[config.mk]
export PLATFORM = sky130hd
export DESIGN_NAME = fetch_unit
export DESIGN_NICKNAME = d
export VERILOG_FILES = /design/src/rtl/fetch_pkg.sv /design/src/rtl/fetch_unit.sv
export SDC_FILE = /design/constraint.sdc
export NUM_CORES = 1
export LEC_CHECK = 0
export BUFFER_PORTS_ARGS = -buffer_cell sky130_fd_sc_hd__buf_2
export CORE_ASPECT_RATIO = 2
export CORE_MARGIN = 8
export CORE_UTILIZATION = 40
export DETAILED_ROUTE_END_ITERATION = 8
export PLACE_DENSITY_LB_ADDON = 0.25
export SYNTH_ARGS = -nofsm -noshare
export SYNTH_HDL_FRONTEND = slang
export SYNTH_SLANG_ARGS = --single-unit
[constraint.sdc]
create_clock -name clk -period 2.53 [get_ports clk]
set_input_delay 0.253 -clock clk [delete_from_list [all_inputs] [get_ports clk]]
set_output_delay 0.253 -clock clk [all_outputs]
set_load 0.03 [all_outputs]
[src/rtl/fetch_pkg.sv]
// Shared types and constants for the byte-stream instruction fetch unit.
// Holds the FSM state enum, the two-byte indicator bit index and reset PC.
package fetch_pkg;

  typedef enum logic [1:0] {
    S_FETCH   = 2'd0,
    S_OPCODE  = 2'd1,
    S_OPERAND = 2'd2,
    S_HOLD    = 2'd3
  } fetch_state_t;

  localparam int unsigned TWO_BYTE_BIT = 7;

  localparam logic [7:0] DEFAULT_RESET_PC = 8'h00;

  function automatic logic is_two_byte(input logic [7:0] op);
    return op[TWO_BYTE_BIT];
  endfunction

endpackage

[src/rtl/fetch_unit.sv]
// Fetches 1- or 2-byte instructions from a 256x8 sync memory into a hold reg.
// Optional macro FETCH_PERF_EN adds a saturating 16-bit transfer counter.
module fetch_unit
  import fetch_pkg::*;
#(
  parameter logic [7:0] RESET_PC = DEFAULT_RESET_PC
) (
  input  logic        clk,
  input  logic        rst_n,
  output logic [7:0]  mem_addr,
  output logic        mem_we,
  input  logic [7:0]  mem_rdata,
  input  logic        redirect,
  input  logic [7:0]  redirect_pc,
  output logic        instr_valid,
  input  logic        instr_ready,
  output logic [7:0]  instr_opcode,
  output logic [7:0]  instr_operand,
  output logic [7:0]  instr_pc
`ifdef FETCH_PERF_EN
  ,
  output logic [15:0] instr_count
`endif
);

  fetch_state_t r_state;
  fetch_state_t w_state_nxt;

  logic [7:0] r_pc;
  logic [7:0] w_pc_nxt;
  logic [7:0] w_pc_inc1;
  logic [7:0] w_pc_inc2;
  logic [7:0] w_addr;

  logic [7:0] r_opcode;
  logic [7:0] r_operand;
  logic [7:0] r_ipc;

  logic w_valid;
  logic w_xfer;
  logic w_cap_op;
  logic w_cap_opd;

  assign w_pc_inc1 = r_pc + 8'd1;
  assign w_pc_inc2 = r_pc + 8'd2;
  assign w_valid   = (r_state == S_HOLD);
  assign w_xfer    = w_valid && instr_ready;

  // State register; redirect and reset both restart at FETCH.
  always_ff @(posedge clk or negedge rst_n) begin
    if (!rst_n) begin
      r_state <= S_FETCH;
    end else begin
      r_state <= w_state_nxt;
    end
  end

  // Next state, next PC, memory address and capture strobes.
  always_comb begin
    w_state_nxt = r_state;
    w_pc_nxt    = r_pc;
    w_addr      = r_pc;
    w_cap_op    = 1'b0;
    w_cap_opd   = 1'b0;
    case (r_state)
      S_FETCH: begin
        w_state_nxt = S_OPCODE;
      end
      S_OPCODE: begin
        w_addr   = w_pc_inc1;
        w_cap_op = 1'b1;
        if (is_two_byte(mem_rdata)) begin
          w_state_nxt = S_OPERAND;
        end else begin
          w_pc_nxt    = w_pc_inc1;
          w_state_nxt = S_HOLD;
        end
      end
      S_OPERAND: begin
        w_addr      = w_pc_inc1;
        w_cap_opd   = 1'b1;
        w_pc_nxt    = w_pc_inc2;
        w_state_nxt = S_HOLD;
      end
      S_HOLD: begin
        if (w_xfer) begin
          w_state_nxt = S_FETCH;
        end
      end
      default: begin
        w_state_nxt = S_FETCH;
      end
    endcase
    if (redirect) begin
      w_state_nxt = S_FETCH;
      w_pc_nxt    = redirect_pc;
      w_cap_op    = 1'b0;
      w_cap_opd   = 1'b0;
    end
  end

  // Program counter.
  always_ff @(posedge clk or negedge rst_n) begin
    if (!rst_n) begin
      r_pc <= RESET_PC;
    end else begin
      r_pc <= w_pc_nxt;
    end
  end

  // Instruction hold registers; stable while waiting in HOLD.
  always_ff @(posedge clk or negedge rst_n) begin
    if (!rst_n) begin
      r_opcode  <= 8'h00;
      r_operand <= 8'h00;
      r_ipc     <= 8'h00;
    end else if (w_cap_op) begin
      r_opcode  <= mem_rdata;
      r_operand <= 8'h00;
      r_ipc     <= r_pc;
    end else if (w_cap_opd) begin
      r_operand <= mem_rdata;
    end
  end

`ifdef FETCH_PERF_EN
  logic [15:0] r_count;

  // Completed-transfer counter, saturating at all-ones.
  always_ff @(posedge clk or negedge rst_n) begin
    if (!rst_n) begin
      r_count <= 16'h0000;
    end else if (w_xfer && (r_count != 16'hFFFF)) begin
      r_count <= r_count + 16'd1;
    end
  end

  assign instr_count = r_count;
`endif

  assign mem_addr      = w_addr;
  assign mem_we        = 1'b0;
  assign instr_valid   = w_valid;
  assign instr_opcode  = r_opcode;
  assign instr_operand = r_operand;
  assign instr_pc      = r_ipc;

endmodule

==> results.sh, run 1 <==
export IMPL_grt_max_degree=35
export IMPL_synth_cell_type_count=40
export IMPL_cp_max_fo=6
export IMPL_run_status="finished, final reports clean"
export IMPL_p_total_mw=3.06
export IMPL_cts_buffers=5
export IMPL_drt_iter0_markers=18
export IMPL_final_util_pct=49.9
export IMPL_postCtsSetupBuffers=0
export IMPL_io_buffers=52
export IMPL_clock_sinks=34
export IMPL_ys_warn_count=0
export IMPL_final_hold_violation_count=0
export IMPL_nets=247
export IMPL_grt_use_total_pct=12.8
export IMPL_startpoint_type="flip-flop"
export IMPL_setup_tns_ns=0
export IMPL_place_area_um2=2070
export IMPL_fillers=459
export IMPL_drt_antenna_violating_nets=0
export IMPL_maxCapViolations=0
export IMPL_crit_required_ns=2.28
export IMPL_finalCriticalPeriod_ns=2.22
export IMPL_instances_no_fill=276
export IMPL_synth_fa_ha_area_share_pct=4.19
export IMPL_synth_most_common_cell="dfrtp_1"
export IMPL_dieWidth_um=63.3
export IMPL_worstSetupPathType="flip-flop to output pin"
export IMPL_end_kind="output pin"
export IMPL_drc=0
export IMPL_row_count=34
export IMPL_peakVddDrop_mv=0.682
export IMPL_rsz0062_at_grt="no"
export IMPL_drtPass1Iterations=4
export IMPL_post_cts_resized=0
export IMPL_maxSlewHeadroom_pct=49.5
export IMPL_dp_hpwl_mm=3.31
export IMPL_synth_async_reset_ratio_pct=100
export IMPL_synth_commonest_cells="dfrtp_1 (34), nand2_1 (23), mux2_1 (11), o21ai_1 (11)"
export IMPL_synth_top_cell_area_share_pct=47.5
export IMPL_yosysTopAreaCell="dfrtp_1"
export IMPL_worst_slew_pin_slew_ns=0.758
export IMPL_p_leak_nw=1.00
export IMPL_ys_seq_area_share_pct=47.5
export IMPL_synth_cell_area_um2=1790
export IMPL_totalWireLength_mm=4.33
export IMPL_dp_slack_ns=0.510
export IMPL_clk_latency_ns=0.28
export IMPL_finalCritPeriodShare_pct=87.7
export IMPL_initial_core_util_pct=41.3
export IMPL_route_detailed_wl_per_inst_um=15.7
export IMPL_grt_pass1_vias=1533
export IMPL_grt_ovfl_total=0
export IMPL_max_freq_ghz=0.451
export IMPL_cp_data_arrival_time_ns=1.97
export IMPL_power_density_nw_per_um2=1410
export IMPL_slew_violations=0
export IMPL_synth_seq_cells=34
export IMPL_diodes=0
export IMPL_h_tree_depth=2
export IMPL_die_y_um=111
export IMPL_hp_class="input pin to async pin"
export IMPL_stdcell_area_um2=2160
export IMPL_synth_edf_count=0
export IMPL_finalSetupViolCount=0
export IMPL_die_area_um2=7000
export IMPL_coreArea_um2=4340
export IMPL_routed_via_density=5.05
export IMPL_vias=1395
export IMPL_yosys_top_cells_area="dfrtp_1 (48%), mux2_1 (6.9%), nand2_1 (4.8%)"
export IMPL_muxShareOfSynthArea_pct=12.4
export IMPL_ys_flop_type="dfrtp_1"
export IMPL_cts_tree="built"
export IMPL_cts_max_path_buffers=2
export IMPL_hold_slack_ns=0.0433
export IMPL_drive_above_1_share_pct=32.4
export IMPL_clk_pin_slew_ns=0.07
export IMPL_area_growth_pct=20.9
export IMPL_synth_avg_cell_area_um2=10.4
export IMPL_holdBufCountCts=0
export IMPL_synth_xor_area_share_pct=5.87
export IMPL_synth_simple_area_share_pct=12.5
export IMPL_skew_ns=0.00694
export IMPL_synth_top_family_by_area="compound AO/OA/AOI/OAI gates"
export IMPL_fin_ws_ns=0.312
export IMPL_place_inst=268
export IMPL_place_gp_congestion=0.830
export IMPL_clock_root_buffer="clkbuf_8"
export IMPL_synth_compound_area_share_pct=12.6
export IMPL_grt_pass1_wl_mm=7.39
export IMPL_antenna_found_initial=0
export IMPL_mappedNetlistNets=198
export IMPL_ios=54
export IMPL_syn_inst=172
layout make-up:
cell class / count / area (um^2) / area share, %
multi-input cells: 121 / 857 / 39.6
flip-flops and latches: 34 / 851 / 39.3
repair buffers: 55 / 283 / 13.1
clock buffers: 7 / 86.3 / 3.99
well taps: 54 / 67.6 / 3.12
inverters: 4 / 15.0 / 0.694
clock inverters: 1 / 5.00 / 0.231
state kept, by name, summed over array words and instances, names as in the netlist:
| name | count |
|---|---|
| instr_pc | 8 |
| r_state | 2 |
| instr_opcode | 8 |
| r_pc | 8 |
| instr_operand | 8 |
critical path: stages, from the launching register on:
cell     delay [ns]
dfrtp_1        0.42
inv_1          0.09
ha_1           0.43
nand3_1        0.19
nor2_1         0.18
xor2_1         0.16
buf_2          0.22
where the power goes:
part           internal [mW]  switching [mW]
registers              0.790           0.205
logic                  0.586            1.07
clock network          0.219           0.190
total                   1.59            1.46
cells in the final DEF, fill, tap and decap left out, types with 4 or more instances in the layout:
| cell | synthesis | layout |
|---|---|---|
| a22oi_1 | 8 | 8 |
| buf_2 | 5 | 52 |
| clkbuf_8 | 0 | 6 |
| dfrtp_1 | 34 | 34 |
| ha_1 | 6 | 6 |
| mux2_1 | 11 | 11 |
| mux2_2 | 7 | 7 |
| nand2_1 | 23 | 23 |
| nor2_1 | 7 | 7 |
| nor3_1 | 4 | 4 |
| o21ai_1 | 11 | 11 |
| xnor2_1 | 8 | 8 |
| xor2_1 | 4 | 4 |
per-layer routing:
layer	wire (um)	up-vias	GRT usage, %
li1	-	691	-
met3	213	12	3.54
met4	102	0	6.15
met5	0	-	0
met2	2400	40	22.8
met1	1610	652	13.1
cell families (layout without fill, tap and decap cells):
kind of cell	count (synthesis)	after routing
fa+ha+maj	6	6
xor+xnor	12	12
other cells	1	1
flops	34	34
compound gates	34	34
simple gates	48	48
mux	20	20
buf+inv	17	67
path summary, 6_finish.rpt:
path	from	end	slack, ns	depth (start not counted)
max	r_state[1]	mem_addr[7]	0.31	6
min	rst_n	r_pc[3]	0.04	1
max reg2reg	r_state[1]	r_pc[6]	0.52	6
min reg2reg	instr_opcode[6]	instr_opcode[6]	0.49	1
max in group asynchronous	rst_n	instr_operand[4]	2.01	1
min in group clk	redirect_pc[0]	r_pc[0]	0.18	3
No activity file was read; power rests on OpenSTA's default activity.
==> inputs of run 2 (changes only) <==
SKIP_LAST_GASP = 1   (was unset)
clock period = 1.8 ns   (was 2.53 ns; I/O delays follow)
==> results.sh, run 2 (synthesis results as in run 1) <==
export IMPL_fin_ws_ns=-0.000927
export IMPL_finalCritPeriodShare_pct=100
export IMPL_grt_pass1_wl_mm=7.80
export IMPL_drtPass1Iterations=4
export IMPL_stdcell_area_um2=2380
export IMPL_grt_pass1_vias=1637
export IMPL_grt_use_total_pct=13.5
export IMPL_die_y_um=111
export IMPL_final_common_cell="buf_2"
export IMPL_totalWireLength_mm=4.43
export IMPL_cts_buffers=5
export IMPL_clock_root_buffer="clkbuf_8"
export IMPL_finalSetupViolCount=1
export IMPL_setup_tns_ns=-0.000927
export IMPL_critPathBufInv=3
export IMPL_instances_no_fill=289
export IMPL_initial_core_util_pct=41.3
export IMPL_fillers=434
export IMPL_drc=0
export IMPL_slew_violations=0
export IMPL_run_status="complete, but fails checks"
export IMPL_crit_slowest_cell="dfrtp_1"
export IMPL_crit_chain="inv_2 -> ha_4 -> buf_4 -> mux2_2 -> buf_6"
export IMPL_die_area_um2=7000
export IMPL_io_buffers=52
export IMPL_row_count=34
export IMPL_hp_class="input pin to flip-flop"
export IMPL_worstSetupPathType="flip-flop to output pin"
export IMPL_failed_checks="setup timing"
export IMPL_nets=260
export IMPL_cp_data_arrival_time_ns=1.62
export IMPL_path_depth=5
export IMPL_crit_path_max_incr_delay_ns=0.38
export IMPL_final_util_pct=54.8
export IMPL_place_gp_congestion=0.867
export IMPL_maxCapViolations=0
export IMPL_drt_antenna_violating_nets=0
export IMPL_hold_slack_ns=0.108
export IMPL_ios=54
export IMPL_max_freq_ghz=0.555
export IMPL_clock_sinks=34
export IMPL_drt_iter0_markers=22
export IMPL_startpoint_type="flip-flop"
export IMPL_drive_above_1_share_pct=40.0
export IMPL_final_hold_violation_count=0
export IMPL_rsz0062_at_grt="yes"
export IMPL_peakVddDrop_mv=1.33
export IMPL_cp_max_fo=4
export IMPL_area_growth_pct=32.9
export IMPL_vias=1448
export IMPL_skew_ns=0.00404
export IMPL_h_tree_depth=2
export IMPL_finalCriticalPeriod_ns=1.80
export IMPL_cts_max_path_buffers=2
export IMPL_worst_slew_pin_slew_ns=0.759
export IMPL_route_detailed_wl_per_inst_um=15.3
export IMPL_grt_ovfl_total=0
export IMPL_grt_max_degree=35
export IMPL_antenna_found_initial=0
export IMPL_power_density_nw_per_um2=2000
export IMPL_diodes=0
export IMPL_end_kind="output pin"
export IMPL_crit_required_ns=1.62
export IMPL_whs_path_depth=3
export IMPL_routed_via_density=5.01
export IMPL_cts_tree="built"
export IMPL_p_leak_nw=1.09
export IMPL_dieWidth_um=63.3
export IMPL_clk_latency_ns=0.28
export IMPL_maxSlewHeadroom_pct=49.4
export IMPL_clk_pin_slew_ns=0.07
export IMPL_dp_hpwl_mm=3.39
export IMPL_place_inst=277
export IMPL_coreArea_um2=4340
export IMPL_layout_common_cells="buf_2 (46), dfrtp_1 (33), nand2_1 (23), buf_4 (17)"
export IMPL_place_area_um2=2150
export IMPL_r2r_cells=6
export IMPL_path_delay_family="flip-flops"
==> run 2: changes by cell type in the layout (fill, tap and decap cells not counted), moves of 2 or more <==
cell,delta
buf_4,+14
buf_2,-6
inv_2,+2
ha_4,+2
nor2_2,+2
inv_1,-2
buf_6,+2
ha_1,-3
nor2_1,-2
==> run 2: worst min-delay path, cell delays in order <==
cell     delay [ns]
buf_2          0.07
nand2_1        0.04
o21ai_1        0.06
==> run 2: routing by layer <==
layer / GRT usage (%) / wire length [um]
met5: 0 / 0
met4: 5.55 / 78
met3: 2.94 / 144
met2: 24.6 / 2430
met1: 14.4 / 1780
==> run 2: layout make-up <==
class                           instances  area [um^2]  share of cell area (%)
Multi-Input combinational cell        121          921                    38.7
Tap cell                               54         67.6                    2.84
Timing Repair Buffer                   68          418                    17.6
Inverter                                4         15.0                   0.631
Clock buffer                            7         76.3                    3.21
Clock inverter                          1         30.0                    1.26
Sequential cell                        34          852                    35.8
==> run 2: power by group <==
group / internal (mW) / leakage (nW) / switching [mW] / total [mW]
sequential: 1.11 / 0.407 / 0.245 / 1.36
clock: 0.414 / 0.0524 / 0.269 / 0.683
combinational: 1.08 / 0.626 / 1.64 / 2.72
total: 2.61 / 1.09 / 2.15 / 4.76
==> run 2: repair_timing <==
action                                  4_1_cts  5_1_grt
endpoints found under the hold margin        34        0
endpoints found under the setup margin        8        8
resized for setup                            11       11
hold buffers                                  1        0
setup buffers                                 3        0
pin swaps                                     3        1
==> run 2: final timing paths <==
kind | slack [ns] | from | end
min | 0.11 | redirect_pc[3] | r_pc[3]
max reg2reg | 0.04 | r_state[0] | r_pc[6]
max in group asynchronous | 0.76 | rst_n | r_pc[1]
max | -0.0009 | r_state[1] | mem_addr[1]
min reg2reg | 0.48 | instr_pc[5] | instr_pc[5]
min in group asynchronous | 0.49 | rst_n | instr_opcode[6]
==> run 2: stage by stage <==
step / power, mW / setup slack [ns]
2_1_floorplan: 3.11 / 0.0294
3_3_place_gp: 3.90 / 0.104
3_5_place_dp: 3.93 / 0.0586
4_1_cts: 4.77 / -0.0213
5_1_grt: 5.10 / -0.0914
6_report: 4.76 / -0.000927
==> inputs of run 3 (changes only) <==
MAX_ROUTING_LAYER = met4   (was unset)
==> results.sh, run 3 (synthesis results as in run 1) <==
export IMPL_worstSetupPathType="flip-flop to output pin"
export IMPL_drive_above_1_share_pct=40.0
export IMPL_stdcell_area_um2=2380
export IMPL_path_delay_family="flip-flops"
export IMPL_p_clk_share_pct=14.3
export IMPL_cp_data_arrival_time_ns=1.62
export IMPL_coreArea_um2=4340
export IMPL_p_seq_share_pct=28.5
export IMPL_grt_max_degree=35
export IMPL_place_area_um2=2150
export IMPL_die_area_um2=7000
export IMPL_clk_pin_slew_ns=0.07
export IMPL_h_tree_depth=2
export IMPL_hold_slack_ns=0.109
export IMPL_max_freq_ghz=0.556
export IMPL_maxSlewHeadroom_pct=49.4
export IMPL_drtPass1Iterations=4
export IMPL_p_switching_mw=2.15
export IMPL_clock_sinks=34
export IMPL_clock_root_buffer="clkbuf_8"
export IMPL_final_hold_violation_count=0
export IMPL_power_internal_mw=2.61
export IMPL_cts_buffers=5
export IMPL_grt_use_total_pct=13.9
export IMPL_ios=54
export IMPL_io_buffers=52
export IMPL_place_gp_congestion=0.881
export IMPL_skew_ns=0.00414
export IMPL_drc=0
export IMPL_finalSetupViolCount=0
export IMPL_crit_chain="inv_2 -> ha_4 -> buf_4 -> mux2_2 -> buf_6"
export IMPL_power_density_nw_per_um2=2000
export IMPL_final_util_pct=54.8
export IMPL_grt_pass1_vias=1639
export IMPL_routed_via_density=5.02
export IMPL_critPathBufInv=3
export IMPL_vias=1452
export IMPL_grt_pass1_wl_mm=7.80
export IMPL_worst_slew_pin_slew_ns=0.759
export IMPL_cp_max_fo=4
export IMPL_startpoint_type="flip-flop"
export IMPL_p_leak_nw=1.09
export IMPL_finalCritPeriodShare_pct=99.9
export IMPL_p_total_mw=4.75
export IMPL_p_sw_share_pct=45.1
export IMPL_run_status="finished, final reports clean"
export IMPL_dp_hpwl_mm=3.39
export IMPL_drt_iter0_markers=22
export IMPL_nets=260
export IMPL_rsz0062_at_grt="yes"
export IMPL_drt_antenna_violating_nets=0
export IMPL_hp_class="input pin to flip-flop"
export IMPL_layout_common_cells="buf_2 (46), dfrtp_1 (33), nand2_1 (23), buf_4 (17)"
export IMPL_finalCriticalPeriod_ns=1.80
export IMPL_dieWidth_um=63.3
export IMPL_grt_ovfl_total=0
export IMPL_p_comb_share_pct=57.2
export IMPL_cts_tree="built"
export IMPL_crit_required_ns=1.62
export IMPL_row_count=34
export IMPL_initial_core_util_pct=41.3
export IMPL_antenna_found_initial=0
export IMPL_totalWireLength_mm=4.42
export IMPL_peakVddDrop_mv=1.33
export IMPL_maxCapViolations=0
export IMPL_die_y_um=111
export IMPL_slew_violations=0
export IMPL_cts_max_path_buffers=2
export IMPL_area_growth_pct=32.9
export IMPL_crit_slowest_cell="dfrtp_1"
export IMPL_diodes=0
export IMPL_final_common_cell="buf_2"
export IMPL_route_detailed_wl_per_inst_um=15.3
export IMPL_clk_latency_ns=0.28
export IMPL_crit_path_max_incr_delay_ns=0.38
export IMPL_end_kind="output pin"
[run 3: cell counts in the layout (fill, tap and decap cells not counted)]
Identical to the previous run, type by type.
[run 3: per-layer routing]
layer	routed length (um)	track usage, %	vias up	share of wire, %
li1	-	-	719	-
met3	136	2.83	8	3.1
met5	0	-	-	0
met1	1790	14.4	691	40
met4	76	5.55	0	1.7
met2	2420	24.6	34	55
[run 3: final timing paths]
| path | from | endpoint | slack, ns | cells past startpoint |
|---|---|---|---|---|
| worst min register to register | instr_pc[5] | instr_pc[5] | 0.48 | 1 |
| worst max register to register | r_state[0] | r_pc[6] | 0.04 | 6 |
| worst min-delay path | redirect_pc[3] | r_pc[3] | 0.11 | 3 |
| worst max-delay path | r_state[1] | mem_addr[1] | 0.002 | 5 |
| min in group asynchronous | rst_n | instr_opcode[6] | 0.50 | 2 |
| max in group asynchronous | rst_n | r_pc[1] | 0.76 | 2 |
[run 3: repair_timing]
action,4_1_cts,5_1_grt
hold buffers,1,0
hold endpoints to repair,34,0
endpoints found under the setup margin,8,8
setup buffers,3,0
pin swaps,3,1
resized for setup,11,11
[run 3: cell type report]
| cell class | count | area [um^2] |
|---|---|---|
| clock buffer | 7 | 76.3 |
| clock inverter | 1 | 30.0 |
| fill | 434 | 1960 |
| inverter | 4 | 15.0 |
| multi-input combinational | 121 | 921 |
| sequential | 34 | 852 |
| tap | 54 | 67.6 |
| timing repair buffer | 68 | 418 |
[run 3: power by group through the flow]
stage / logic (mW) / clock network (mW) / registers [mW]
floorplan: 1.24 / 0 / 1.87
global placement: 2.54 / 0 / 1.36
detailed placement: 2.56 / 0 / 1.37
CTS: 2.71 / 0.707 / 1.36
global route: 2.95 / 0.739 / 1.41
finish: 2.72 / 0.680 / 1.36
[run 3: tightest hold or removal path, stage by stage]
cell,delay [ns]
buf_2,0.07
nand2_1,0.04
o21ai_1,0.06
[run 3: per-stage QoR]
stage	setup TNS, ns	instances	setup slack [ns]
finish	0	289	0.00201
global route	-0.392	289	-0.0914
CTS	-0.0340	289	-0.0213
detailed placement	0	277	0.0586
global placement	0	277	0.104
floorplan	0	172	0.0294
